**config.mk**
```make
export PLATFORM = sky130hd
export DESIGN_NAME = acc_seq_ctrl
export DESIGN_NICKNAME = d
export VERILOG_FILES = /design/src/rtl/acc_seq_ctrl.sv
export SDC_FILE = /design/constraint.sdc
export NUM_CORES = 1
export LEC_CHECK = 0
export ABC_AREA = 1
export CAP_MARGIN = 20
export CORE_MARGIN = 2
export CORE_UTILIZATION = 35
export CTS_CLUSTER_SIZE = 40
export DETAILED_ROUTE_END_ITERATION = 10
export DONT_BUFFER_PORTS = 1
export PLACE_DENSITY_LB_ADDON = 0.1
export SYNTH_ARGS = -nofsm -noshare
export SYNTH_HDL_FRONTEND = slang
export SYNTH_SLANG_ARGS = --single-unit
```
**constraint.sdc**
```tcl
create_clock -name clk -period 1.5 [get_ports clk]
set_input_delay 0.225 -clock clk [delete_from_list [all_inputs] [get_ports clk]]
set_output_delay 0.225 -clock clk [all_outputs]
set_load 0.1 [all_outputs]
```
**src/rtl/acc_seq_ctrl.sv**
```systemverilog
// Purpose : fetch/decode/execute sequencer for the accumulator processor (PC, IR, memory address, acc strobes).
// Latency : 3 cycles per instruction, 4 for memory-operand ALU ops; strobes are one-cycle decodes of state/IR.
// Backpr. : none; memory is fixed one-cycle read latency, HALT parks the sequencer until rst.
//
// Ports:
//   clk, rst      single clock, synchronous active-high reset
//   mem_addr      memory address (combinational from state/pc/ir)
//   mem_rdata     memory read data, valid the cycle after mem_addr
//   mem_we        store strobe (STA); accumulator supplies write data
//   acc_zero      accumulator == 0, sampled only in JZ execute
//   acc_ld/alu_op accumulator load enable and ALU select (00 pass, 01 add, 10 sub, 11 and)
//   acc_set_n     active-low set-all-ones to accumulator cells
//   acc_clr_n     active-low clear to accumulator cells (also low during rst)
//   pc, state     program counter and FSM state (0 FETCH .. 4 HALT)
//   halted        high while parked in HALT
module acc_seq_ctrl #(
   parameter int          DATA_W   = 8,
   parameter int          ADDR_W   = 4,
   parameter int unsigned RESET_PC = 0
) (
   input  logic              clk,
   input  logic              rst,
   output logic [ADDR_W-1:0] mem_addr,
   input  logic [DATA_W-1:0] mem_rdata,
   output logic              mem_we,
   input  logic              acc_zero,
   output logic              acc_ld,
   output logic [1:0]        alu_op,
   output logic              acc_set_n,
   output logic              acc_clr_n,
   output logic [ADDR_W-1:0] pc,
   output logic [2:0]        state,
   output logic              halted
);

   typedef enum logic [2:0] {
      ST_FETCH  = 3'd0,
      ST_DECODE = 3'd1,
      ST_EXEC   = 3'd2,
      ST_WB     = 3'd3,
      ST_HALT   = 3'd4
   } state_t;

   localparam logic [3:0] OP_NOP = 4'h0;
   localparam logic [3:0] OP_LDA = 4'h1;
   localparam logic [3:0] OP_ADD = 4'h2;
   localparam logic [3:0] OP_SUB = 4'h3;
   localparam logic [3:0] OP_AND = 4'h4;
   localparam logic [3:0] OP_CLR = 4'h5;
   localparam logic [3:0] OP_SET = 4'h6;
   localparam logic [3:0] OP_JMP = 4'h7;
   localparam logic [3:0] OP_JZ  = 4'h8;
   localparam logic [3:0] OP_STA = 4'h9;
   localparam logic [3:0] OP_HLT = 4'hF;

   localparam logic [ADDR_W-1:0] RESET_PC_W = ADDR_W'(RESET_PC);

   state_t              state_q, state_d;
   logic [ADDR_W-1:0]   pc_q, pc_d;
   logic [DATA_W-1:0]   ir_q, ir_d;

   logic [3:0]          opcode;
   logic [ADDR_W-1:0]   operand;

   // Raw strobes before reset gating.
   logic                acc_ld_raw;
   logic [1:0]          alu_op_raw;
   logic                mem_we_raw;
   logic                set_raw;
   logic                clr_raw;

   assign opcode  = ir_q[DATA_W-1 -: 4];
   assign operand = ir_q[ADDR_W-1:0];

   always_comb begin
      state_d    = state_q;
      pc_d       = pc_q;
      ir_d       = ir_q;
      mem_addr   = pc_q;
      acc_ld_raw = 1'b0;
      alu_op_raw = 2'b00;
      mem_we_raw = 1'b0;
      set_raw    = 1'b0;
      clr_raw    = 1'b0;

      case (state_q)
         ST_FETCH: begin
            state_d = ST_DECODE;
         end

         ST_DECODE: begin
            // Instruction word addressed in FETCH arrives now.
            ir_d    = mem_rdata;
            pc_d    = pc_q + ADDR_W'(1);
            state_d = ST_EXEC;
         end

         ST_EXEC: begin
            state_d = ST_FETCH;
            case (opcode)
               OP_LDA, OP_ADD, OP_SUB, OP_AND: begin
                  // Present operand address now so data is valid in WB.
                  mem_addr = operand;
                  state_d  = ST_WB;
               end
               OP_CLR: clr_raw = 1'b1;
               OP_SET: set_raw = 1'b1;
               OP_JMP: pc_d = operand;
               OP_JZ: begin
                  if (acc_zero) begin
                     pc_d = operand;
                  end
               end
               OP_STA: begin
                  mem_addr   = operand;
                  mem_we_raw = 1'b1;
               end
               OP_HLT: state_d = ST_HALT;
               default: ; // OP_NOP and 0xA-0xE
            endcase
         end

         ST_WB: begin
            mem_addr   = operand;
            acc_ld_raw = 1'b1;
            case (opcode)
               OP_ADD:  alu_op_raw = 2'b01;
               OP_SUB:  alu_op_raw = 2'b10;
               OP_AND:  alu_op_raw = 2'b11;
               default: alu_op_raw = 2'b00; // LDA passes memory data
            endcase
            state_d = ST_FETCH;
         end

         ST_HALT: begin
            state_d = ST_HALT;
         end

         default: begin
            state_d = ST_FETCH;
         end
      endcase
   end

   always_ff @(posedge clk) begin
      if (rst) begin
         state_q <= ST_FETCH;
         pc_q    <= RESET_PC_W;
         ir_q    <= '0;
      end else begin
         state_q <= state_d;
         pc_q    <= pc_d;
         ir_q    <= ir_d;
      end
   end

   // Reset aborts any in-flight instruction: no load, store or set may escape
   // in a reset cycle, while clear is forced so the accumulator resets on the
   // same edge as the sequencer.
   assign acc_ld    = acc_ld_raw & ~rst;
   assign alu_op    = acc_ld ? alu_op_raw : 2'b00;
   assign mem_we    = mem_we_raw & ~rst;
   assign acc_set_n = ~(set_raw & ~rst);
   assign acc_clr_n = ~(clr_raw | rst);

   assign pc     = pc_q;
   assign state  = state_q;
   assign halted = (state_q == ST_HALT);

endmodule

```
Word level (Yosys, flattened, before mapping)
Index checks and enable logic that the tools add are counted.
W data, S select, Z words.
Cells by class
  add/sub/neg operators: 1
  $mul: 0
  divide/modulo/power cells: 0
  order comparisons: 0
  eq/ne operators: 16
  shift-type cells: 0
  multiplexer cells: 17
  bitwise logic cells: 7
  reductions and logical operators: 5
Operators with widths (count)
  $pmux W4 S2: 3
  $eq A4 B3 Y1 const B: 4
  $eq A4 B4 Y1 const B: 3
  $pmux W3 S4: 1
  $eq A4 B2 Y1 const B: 2
  $mux W4: 2
  $mux W1: 7
  $eq A3 B2 Y1 const B: 2
  $pmux W2 S3: 1
  $pmux W3 S2: 1
  $reduce_or A5 Y1: 1
  $add A4 B1 Y4 const B: 1
  $eq A4 B1 Y1 const B: 1
  $mux W2: 2
  $reduce_or A4 Y1: 1
  $and A1 B1 Y1: 3
  $eq A3 B1 Y1 const B: 1
  $eq A3 B3 Y1 const B: 1
  $logic_not A3 Y1: 1
  $ne A3 B2 Y1 const B: 1
  $ne A3 B3 Y1 const B: 1
  $not A1 Y1: 3
  $reduce_and A3 Y1: 1
  $reduce_bool A2 Y1: 1
  $or A1 B1 Y1: 1
Word-level totals
  register bits after elaboration: 15
  bits in latches: 0
  RAM bits: 0
  memory bits (read-only): 0
  input port bits: 11
  logic and storage cells: 49
  memories: 0

Longest topological paths before layout
Gate-level depths: netlist of run 1.
  depth in word-level cells: 5
  depth in mapped cells: 10
  gate-level depth less buffers: 9

Least setup slack after synthesis of run 1
No wires, ideal clock.
  path kind: register -> output
  start point: register state_q[1], in the netlist state[1]
  end point: output alu_op[0]
  arrival time: 3.858 ns
  required time: 1.275 ns
  slack: -2.583 ns
  cell stages (with the launch flop): 7
  path buffers: 0
  cells stage by stage: dfxtp_1 inv_2 nor3_2 inv_2 nor2_2 inv_2 a21oi_1
On the way
  word-level cells in the longest chain between the ends: 4
  elaborated cells on any way between the ends: 5
Ends and longest elaborated chain
  start: declaration: line 58  | state_t state_q, state_d;
  start signal: assignment: line 151  | state_q <= state_d;
  $eq A3 B2 Y1: line 86  | case (state_q)
  $mux W1: line 86
  $and A1 B1 Y1: line 160  | assign acc_ld = acc_ld_raw & ~rst;
  named net acc_ld: line 27  | output logic acc_ld,
  $mux W2: line 161  | assign alu_op = acc_ld ? alu_op_raw : 2'b00;
  end: declaration: line 28  | output logic [1:0] alu_op,
The timed path passes the listed nets, and every way through them passes these cells.

Worst setup path in the final report of run 1
  start point: register ir_q[7]
  end point: output mem_addr[0]
On the way
  word-level cells in the longest chain between the ends: 4
  elaborated cells on any way between the ends: 8
Ends and longest elaborated chain
  start: declaration: line 60  | logic [DATA_W-1:0] ir_q, ir_d;
  start signal: assignment: line 153  | ir_q <= ir_d;
  $eq A4 B3 Y1, or another cell as far along: line 100  | case (opcode)
  $reduce_or A5 Y1 (no source line) *
  $mux W4 *: line 100
  $pmux W4 S2 *: line 86
  end: declaration: line 23  | output logic [ADDR_W-1:0] mem_addr,
Every way passes the cells marked *; elsewhere a longest branch is shown, timed or not.

==> impl_results.md, run 1 <==
- IO Count: 29
- Row cnt: 18
- Mean post-synth cell area: 6.13 um^2
- CP startpoint kind: flip-flop
- DP Worst Slack: -73.2 ps
- Crit path required time: about 1300 ps
- Register area share after synthesis: 0.322
- Number of port buffers: 0
- Vias: between 1,000 and 1,500
- Max-cap viol count: 0
- FF-to-FF End: pc[1]
- Post-route cell area: 1740 um^2
- Main area contributors after synthesis: dfxtp_1 (32%), nand2_1 (17%), nand3_1 (8.6%), a21oi_1 (8.1%), o21ai_0 (6.4%)
- TNS Setup: -2420 ps
- RSZ-0062 raised after global routing: yes
- Hold Slack: approximately 110 ps
- Routability congestion estimate: 0.871
- Post-route ant nets: 0
- Clock slew at reported path FFs: 90 ps
- CORE AREA: 2500 um^2
- DIE AREA: between 3000 and 4000 um^2
- Pleak: 0.756 nW
- Share of cells above drive strength 1: 0.527
- Reg-to-reg startpoint: state[0]
- Yosys cell types: 22
- Failing checks: negative setup slack
- HPWL after DPL: around 2300 um
- Critical hold path startpoint: mem_rdata[6]
- Die Ht: 55.6 um
- Post-Syn Nets: 164
- Post-route setup slack: -267 ps
- Final wirelength: 3100 um
- Global-route wire length before repair: 5180 um
- Largest net degree at the start of global routing: 17
- FF+latch count, synth: 15
- Peak VDD IR: 0.865 mV
- HP Class: in2reg
- Residual DRC count: 0
- TritonRoute pass-1 iters: 4
- DP Area: 1490 um^2
- Fin crit share: 1.18
- Reg2reg setup slack: -90 ps
- Endpoint class of the critical path: output pin
- Most frequent cells in the layout: buf_4 (34), nand2_1 (29), a21oi_1 (13)
- Setup violators final: 15
- CTS max path bufs: 2
- Hold path depth: 2
- Sink Count: 15
- Synth Instances: 152
- Netlist Area Pre-Place: between 900 and 1000 um^2
- Final Max Tran Viols: 0
- Critical path arrival: about 1500 ps
- Vias/cell: 5.11
- Setup Skew: 4.55 ps
- Initial antenna violation count: 0
- Max Used Layer: met4
- Slew headroom: 0.813
- Status: finished, violations left
- Commonest non-fill, non-tap cell in the layout: buf_4
- Clock tree root driver cell: clkbuf_4
- Final hold violation count: 0
- Die X: about 56 um
- Warnings, synthesis: 0
- Crit path time final: 1770 ps
- Area leader, netlist: dfxtp_1
- Total Routing Usage GR: 0.211
- Fmax: roughly 0.57 GHz
- Synth-to-Final Area Change: 86.8%
- Worst reg-to-reg path cell count: 11
- Setup CP Type: reg2out
- Total power: ~0.0018 W
- CTS H-tree depth: 1
- Worst slew pin tran: 280 ps
- Worst-skew pair later-pin latency: around 300 ps
- Met2 wire length: 1530 um
- WL met3: 147 um
- CP Max Fanout: 5
- Fin nets: 214
- Drt wl/cell: 13.4 um
- Vias in the first global route: 1,177
- Hold Path End: ir_q[6]
- # diodes: 0
- TritonCTS clock tree: yes
- CTS Buf Count: 3
- Initial Util: 0.373
- DRT iter0 DRCs: 23
- M1 WL: 1360 um
- GR Overflow Total: 0
- Pwr/cell area: around 1100 nW/um^2
- Area fraction of the dominant cell type after synthesis: 0.322
Yosys cell counts:
master and count:
a41oi_1 1, clkbuf_1 1, nand2_1 41, o21ai_1 1, ha_1 1, nand4_1 2, inv_1 15, a21oi_1 15
nand2_2 1, o21ai_0 12, nor3_1 2, a31oi_1 3, dfxtp_1 15, nor2_1 13, inv_2 5, nand3_1 16
xor2_1 1, nor2_2 3, buf_4 1, nor3_2 1, nor2_4 1, buf_2 1
repair_timing:
action / 4_1_cts / 5_1_grt
buffers inserted: 10 / 1
endpoints found under the setup margin: 11 / 15
endpoints found under the hold margin: 3 / 0
resized for setup: 36 / 10
hold buffers: 1 / 0
pin swaps: 15 / 6
where the power goes:
group,internal [W],switching (W),total (W)
registers,0.000455,0.0000764,0.000532
logic,0.000363,0.000695,0.00106
clock network,0.000104,0.000145,0.000249
worst max-delay path, cell delays in order, from the launching register on:
cell and delay, ps:
dfxtp_4 370, nor2_2 180, nand2_2 110, nand2_4 100, nor2_4 60, nand2_1 80
nand3_2 90, nand3_4 80, buf_12 170
worst max-delay path by stage:
| stage | from | to | cells after the start |
|---|---|---|---|
| floorplan | state[0] | alu_op[0] | 6 |
| global placement | ir_q[4] | mem_addr[0] | 9 |
| detailed placement | ir_q[5] | mem_addr[2] | 9 |
| CTS | ir_q[4] | mem_addr[3] | 9 |
| global route | ir_q[7] | mem_addr[0] | 8 |
| finish | ir_q[7] | mem_addr[0] | 8 |
metal layers:
layer / GRT usage / vias up
li1: - / 601
met1: 0.272 / 544
met2: 0.352 / 31
met3: 0.0349 / 5
met4: 0.0836 / 0
met5: 0 / -
state kept, by name, summed over array words and instances (netlist names):
signal	flops
state	3
pc	4
ir_q	8
logic make-up after synthesis:
| kind of cell | count (synthesis) | synth area share |
|---|---|---|
| buffers and inverters | 23 | 0.0980 |
| AO/OA/AOI/OAI | 32 | 0.180 |
| XOR/XNOR | 1 | 0.00940 |
| adder cells (fa/ha/maj) | 1 | 0.0134 |
| flip-flops | 15 | 0.322 |
| AND/OR/NAND/NOR | 80 | 0.377 |
final cells by class:
class / instances / area (um^2)
multi-input cells: 114 / 774
fillers: 215 / 758
repair buffers: 48 / 494
flip-flops and latches: 15 / 329
inverters: 20 / 80.1
well taps: 30 / 37.5
clock buffers: 4 / 26.3
per-stage QoR:
step           cells  utilization
6_report         231        0.697
5_1_grt          231        0.697
4_1_cts          230        0.679
3_5_place_dp     215        0.595
3_3_place_gp     215        0.595
2_1_floorplan    152            -
Power figures use the tool's default switching activity.
==> run 2, diff against run 1 <==
- CAP_MARGIN: 20 -> 10
==> results of run 2 <==
Same layout as run 1: the final DEF is identical, and so are final timing and power.
==> edit 1: new RTL, flow settings as in run 1 <==
Reset style: asynchronous (`rst`), changed in one clocked block. Comments in the files are not updated.
--- a/src/rtl/acc_seq_ctrl.sv
+++ b/src/rtl/acc_seq_ctrl.sv
@@ -142,7 +142,7 @@
       endcase
    end
 
-   always_ff @(posedge clk) begin
+   always_ff @(posedge clk or posedge rst) begin
       if (rst) begin
          state_q <= ST_FETCH;
          pc_q    <= RESET_PC_W;
Check against the original RTL: differs if rst is asserted again (counterexample within 4 cycles, from zero or initial values and one cycle with rst high); with rst held inactive, the same outputs for 10 cycles.
==> edit 1 against run 1 <==
The run still ends with setup timing left. Sequential cell count unchanged. Design area increased by 13%. Cell count increased by 0.43%. Setup slack got worse by 57 ps. Largest cell class unchanged. Highest routed layer unchanged. Synthesized area increased by 8.6%. Routed wire length increased by 4.0%. Via count increased by 1.7%. Worst hold slack got worse by 27 ps. Sequential share of layout area increased by 0.88 points. Critical path depth decreased by 1.
Power is left out: the tool's default activity adds up to more than one toggle a clock period on the data nets, which glitch-free logic cannot reach.
==> edit 1: results (changes against run 1) <==
met1 WL = 1380 µm (was 1360 µm)
share of the yosys chip area belonging to registers = 0.371 (was 0.322)
Worst-Margin Slew = 279 ps (was 280 ps)
ys flop type = dfrtp_1 (was dfxtp_1)
worst setup margin = -325 ps (was -267 ps)
slowest CP cell = dfrtp_1 (was dfxtp_4)
Commonest cells post-synth = 35 x nand2_1, 23 x nor2_1, 22 x inv_1 (was 41 x nand2_1, 16 x nand3_1, 15 x a21oi_1, 15 x dfxtp_1, 15 x inv_1)
ys async rst share = 1.00 (was 0)
GRT Util Overall = 0.198 (was 0.211)
Hold Crit Class = input pin to flip-flop (unchanged)
largest net degree at the start of global routing = 18 (was 17)
Post-Syn Nets = 162 (was 164)
fillers = 208 (was 215)
# diodes = 0 (unchanged)
antenna violations before repair = 0 (unchanged)
CTS H-Tree Depth = 1 (unchanged)
met2 layer usage reported by global route = 0.328 (was 0.352)
met2 WL post-DR = 1660 µm (was 1530 µm)
Top delay family on crit path = simple AND/OR/NAND/NOR gates (unchanged)
top-count cell post-synth = nand2_1 (unchanged)
status = finished, violations left (unchanged)
DR iter-0 viols = 33 (was 23)
CP max FO = 5 (unchanged)
failing checks = setup timing (unchanged)
Met3 Wirelength = 150 µm (was 147 µm)
post-DP HPWL = 2230 µm (was 2330 µm)
Critical Path Max Stage Delay = 450 ps (was 370 ps)
uppermost layer routed = met4 (unchanged)
vias = 1201 (was 1181)
share of cells above drive strength 1 = 0.582 (was 0.527)
Worst-Skew Late Latency = 280 ps (was 300 ps)
per-cell routed wire length = 13.9 µm (was 13.4 µm)
Synth area leaders = dfrtp_1 37%, nand2_1 13%, nand3_1 9.4%, nor2_1 8.5%, inv_1 8.2% (was dfxtp_1 32%, nand2_1 17%, nand3_1 8.6%, a21oi_1 8.1%, o21ai_0 6.4%)
Netlist cell types = 18 (was 22)
TritonRoute pass-1 iters = 5 (was 4)
vias in the first global route = 1113 (was 1177)
Worst Skew = 13.0 ps (was 4.55 ps)
Setup violations, final = 15 (unchanged)
synth warn = 0 (unchanged)
CTS Buf Count = 3 (unchanged)
M3 GR Usage = 0.0223 (was 0.0349)
met1 Use GR = 0.277 (was 0.272)
Reg clk slew, reported paths = 100 ps
GP Congestion = 0.869 (was 0.871)
Place WS = -75.2 ps (was -73.2 ps)
WP data arrival = 1600 ps (was 1540 ps)
==> edit 1: cell count changes after synthesis, sizes merged, moves of 4 or more <==
cell and change:
o21ai -4, o22ai +5, dfrtp +15, a21oi -5, nand3 +4, nor2 +7, dfxtp -15
==> edit 1: worst paths after layout <==
kind,cells past startpoint,slack (ps),to,startpoint
min in group asynchronous,2,350,state[1],rst
max in group asynchronous,3,800,pc[0],rst
hold / removal,2,90,ir_q[6],mem_rdata[6]
setup reg to reg,9,-10,pc[0],state[2]
hold reg to reg,2,540,pc[3],pc[3]
setup / recovery,7,-320,mem_addr[0],ir_q[5]
==> edit 1: timing repair <==
item / 4_1_cts / 5_1_grt
hold buffers: 2 / 0
setup buffers: 11 / 3
setup endpoints to repair: 15 / 16
pin swaps: 19 / 15
endpoints found under the hold margin: 3 / 0
gates resized for setup: 43 / 30
==> edit 1: cells by family after synthesis <==
| logic type | Yosys count | share of synthesized area |
|---|---|---|
| AO/OA/AOI/OAI | 24 | 0.125 |
| XOR/XNOR | 1 | 0.00865 |
| adder cells (fa/ha/maj) | 1 | 0.0124 |
| buffers and inverters | 24 | 0.0964 |
| flip-flops | 15 | 0.371 |
| AND/OR/NAND/NOR | 85 | 0.387 |
==> edit 1: metrics by stage <==
step                      utilization  std cells  TNS (ps)  cell area, µm²
after global routing            0.716        232     -3610            1970
after CTS                       0.658        229     -2540            1810
after detailed placement        0.566        214      -365            1560
after floorplan                     -        150     -5890            1200
final                           0.716        232     -2840            1970
after global placement          0.566        214      -153            1560
==> edit 1: final cells by class <==
type                       count  area share
sequential                    15       0.198
inverter                      23      0.0494
multi-input combinational    111       0.473
tap                           31      0.0196
timing repair buffer          48       0.247
clock buffer                   4      0.0133
==> edit 2: new RTL, flow settings as in run 1 <==
Without the edit above. Change the parameter `ADDR_W` from 4 to 2.
--- a/src/rtl/acc_seq_ctrl.sv
+++ b/src/rtl/acc_seq_ctrl.sv
@@ -15,7 +15,7 @@
 //   halted        high while parked in HALT
 module acc_seq_ctrl #(
    parameter int          DATA_W   = 8,
-   parameter int          ADDR_W   = 4,
+   parameter int          ADDR_W   = 2,
    parameter int unsigned RESET_PC = 0
 ) (
    input  logic              clk,
Ports: changed (resized mem_addr and pc); port bits go from 29 to 25. The function was not compared with the original's and may differ.
==> edit 2 against run 1 <==
The run still ends with setup timing left. Design area decreased by 23%. Sequential cell count down 4. Setup slack gained 10 ps. Routed wire length fell by 35%. Critical endpoint is now mem_addr[1]. Global-route usage down 1.6 points. Power is 34% lower. Worst hold slack better by 20 ps. Critical path type unchanged. Synthesized cell count down 36%. Synthesized area fell by 30%.
==> edit 2: results (changes against run 1) <==
GRT Util Overall = 0.196 (was 0.211)
Synth Area in Compound Gates = 0.232 (was 0.180)
Rel. slew slack = 0.802 (was 0.813)
max reg flops = 6 (was 8)
vias in the first global route = 709 (was 1177)
Synth area leaders = dfxtp_1 34%, nand2_1 12%, a21oi_1 8.5%, inv_1 6.9%, o21ai_1 6.2% (was dfxtp_1 32%, nand2_1 17%, nand3_1 8.6%, a21oi_1 8.1%, o21ai_0 6.4%)
Post-Synth XOR/XNOR Area = 0.0135 (was 0.00940)
Worst-Skew Late Latency = 270 ps (was 300 ps)
GP Congestion = 0.847 (was 0.871)
share of the yosys chip area belonging to registers = 0.340 (was 0.322)
Commonest cells post-synth = 21 x nand2_1, 12 x inv_1, 11 x a21oi_1, 11 x dfxtp_1, 8 x o21ai_1 (was 41 x nand2_1, 16 x nand3_1, 15 x a21oi_1, 15 x dfxtp_1, 15 x inv_1)
Setup violations, final = 7 (was 15)
post-DP HPWL = 1300 µm (was 2330 µm)
Post-Syn Nets = 109 (was 164)
Worst Hold Launch = mem_rdata[5] (was mem_rdata[6])
Place WS = -44.7 ps (was -73.2 ps)
fillers = 126 (was 215)
Antenna Nets Post-Route = 0 (unchanged)
worst setup margin = -257 ps (was -267 ps)
WP data arrival = 1530 ps
vias = 766 (was 1181)
first-pass GRT wire length = 3060 µm (was 5180 µm)
Final nets = 148 (was 214)
largest net degree at the start of global routing = 15 (was 17)
placed instance area = 1100 µm² (was 1490 µm²)
DR iter-0 viols = 11 (was 23)
Net Sw Frac = 0.450 (was 0.498)
failing checks = setup timing (unchanged)
final wirelength = 2010 µm (was 3100 µm)
share of cells above drive strength 1 = 0.669 (was 0.527)
CP max FO = 4 (was 5)
TNS Setup = -1690 ps (was -2420 ps)
Synth Area in Adders = 0 (was 0.0134)
Worst Skew = 3.16 ps (was 4.55 ps)
status = finished, violations left (unchanged)
LEAKAGE = 0.532 nW (was 0.756 nW)
## edit 2: path summary, 6_finish.rpt
path	slack (ps)	end	cells past startpoint
max	-260	mem_addr[1]	8
min	130	ir_q[5]	2
max reg2reg	60	pc[1]	12
min reg2reg	510	pc[1]	2
## edit 2: critical path, stage by stage, from the launching register on
cell and delay (ps):
dfxtp_4 360, buf_6 120, nor2_4 110, nand2_4 70, nand2_4 70, o21ai_4 90, buf_6 130, o21ai_4 130
buf_12 190
## edit 2: cell families (layout without fill, tap and decap cells)
logic type                count (synthesis)  count (layout)
and+or+nand+nor                          41              41
buffers and inverters                    18              56
xor gates and xnor gates                  1               1
AOI/OAI and AO/OA                        27              27
DFF                                      11              11
## edit 2: final cells by class
class                   count  area [µm²]  area share
repair buffers             37         423       0.317
clock buffers               4        26.3      0.0197
well taps                  25        31.3      0.0235
inverters                  15        66.3      0.0497
flip-flops and latches     11         249       0.187
multi-input cells          69         538       0.403
## edit 2: layer usage
metal	global-route usage	routed length, µm	up-vias
li1	-	-	397
met1	0.278	908	348
met2	0.288	987	21
met3	0.0538	114	0
met4	0.0611	0	0
met5	0	0	-
## edit 2: what timing repair did
action	4_1_cts	5_1_grt
hold buffers	1	0
endpoints found under the hold margin	5	0
gates resized for setup	32	8
setup endpoints to repair	9	9
buffers inserted	7	2
pin swaps	14	7
## edit 2: power groups by stage
stage                     Clock, mW  Sequential [mW]  Combinational [mW]
after floorplan                   0            0.463               0.286
after global placement            0            0.369               0.518
after detailed placement          0            0.371               0.524
after CTS                     0.219            0.377               0.601
after global routing          0.228            0.388               0.666
final                         0.210            0.381               0.631
## edit 2: per-stage QoR
stage	std cells	util
global route	161	0.772
floorplan	98	-
CTS	159	0.745
global placement	147	0.637
finish	161	0.772
detailed placement	147	0.637
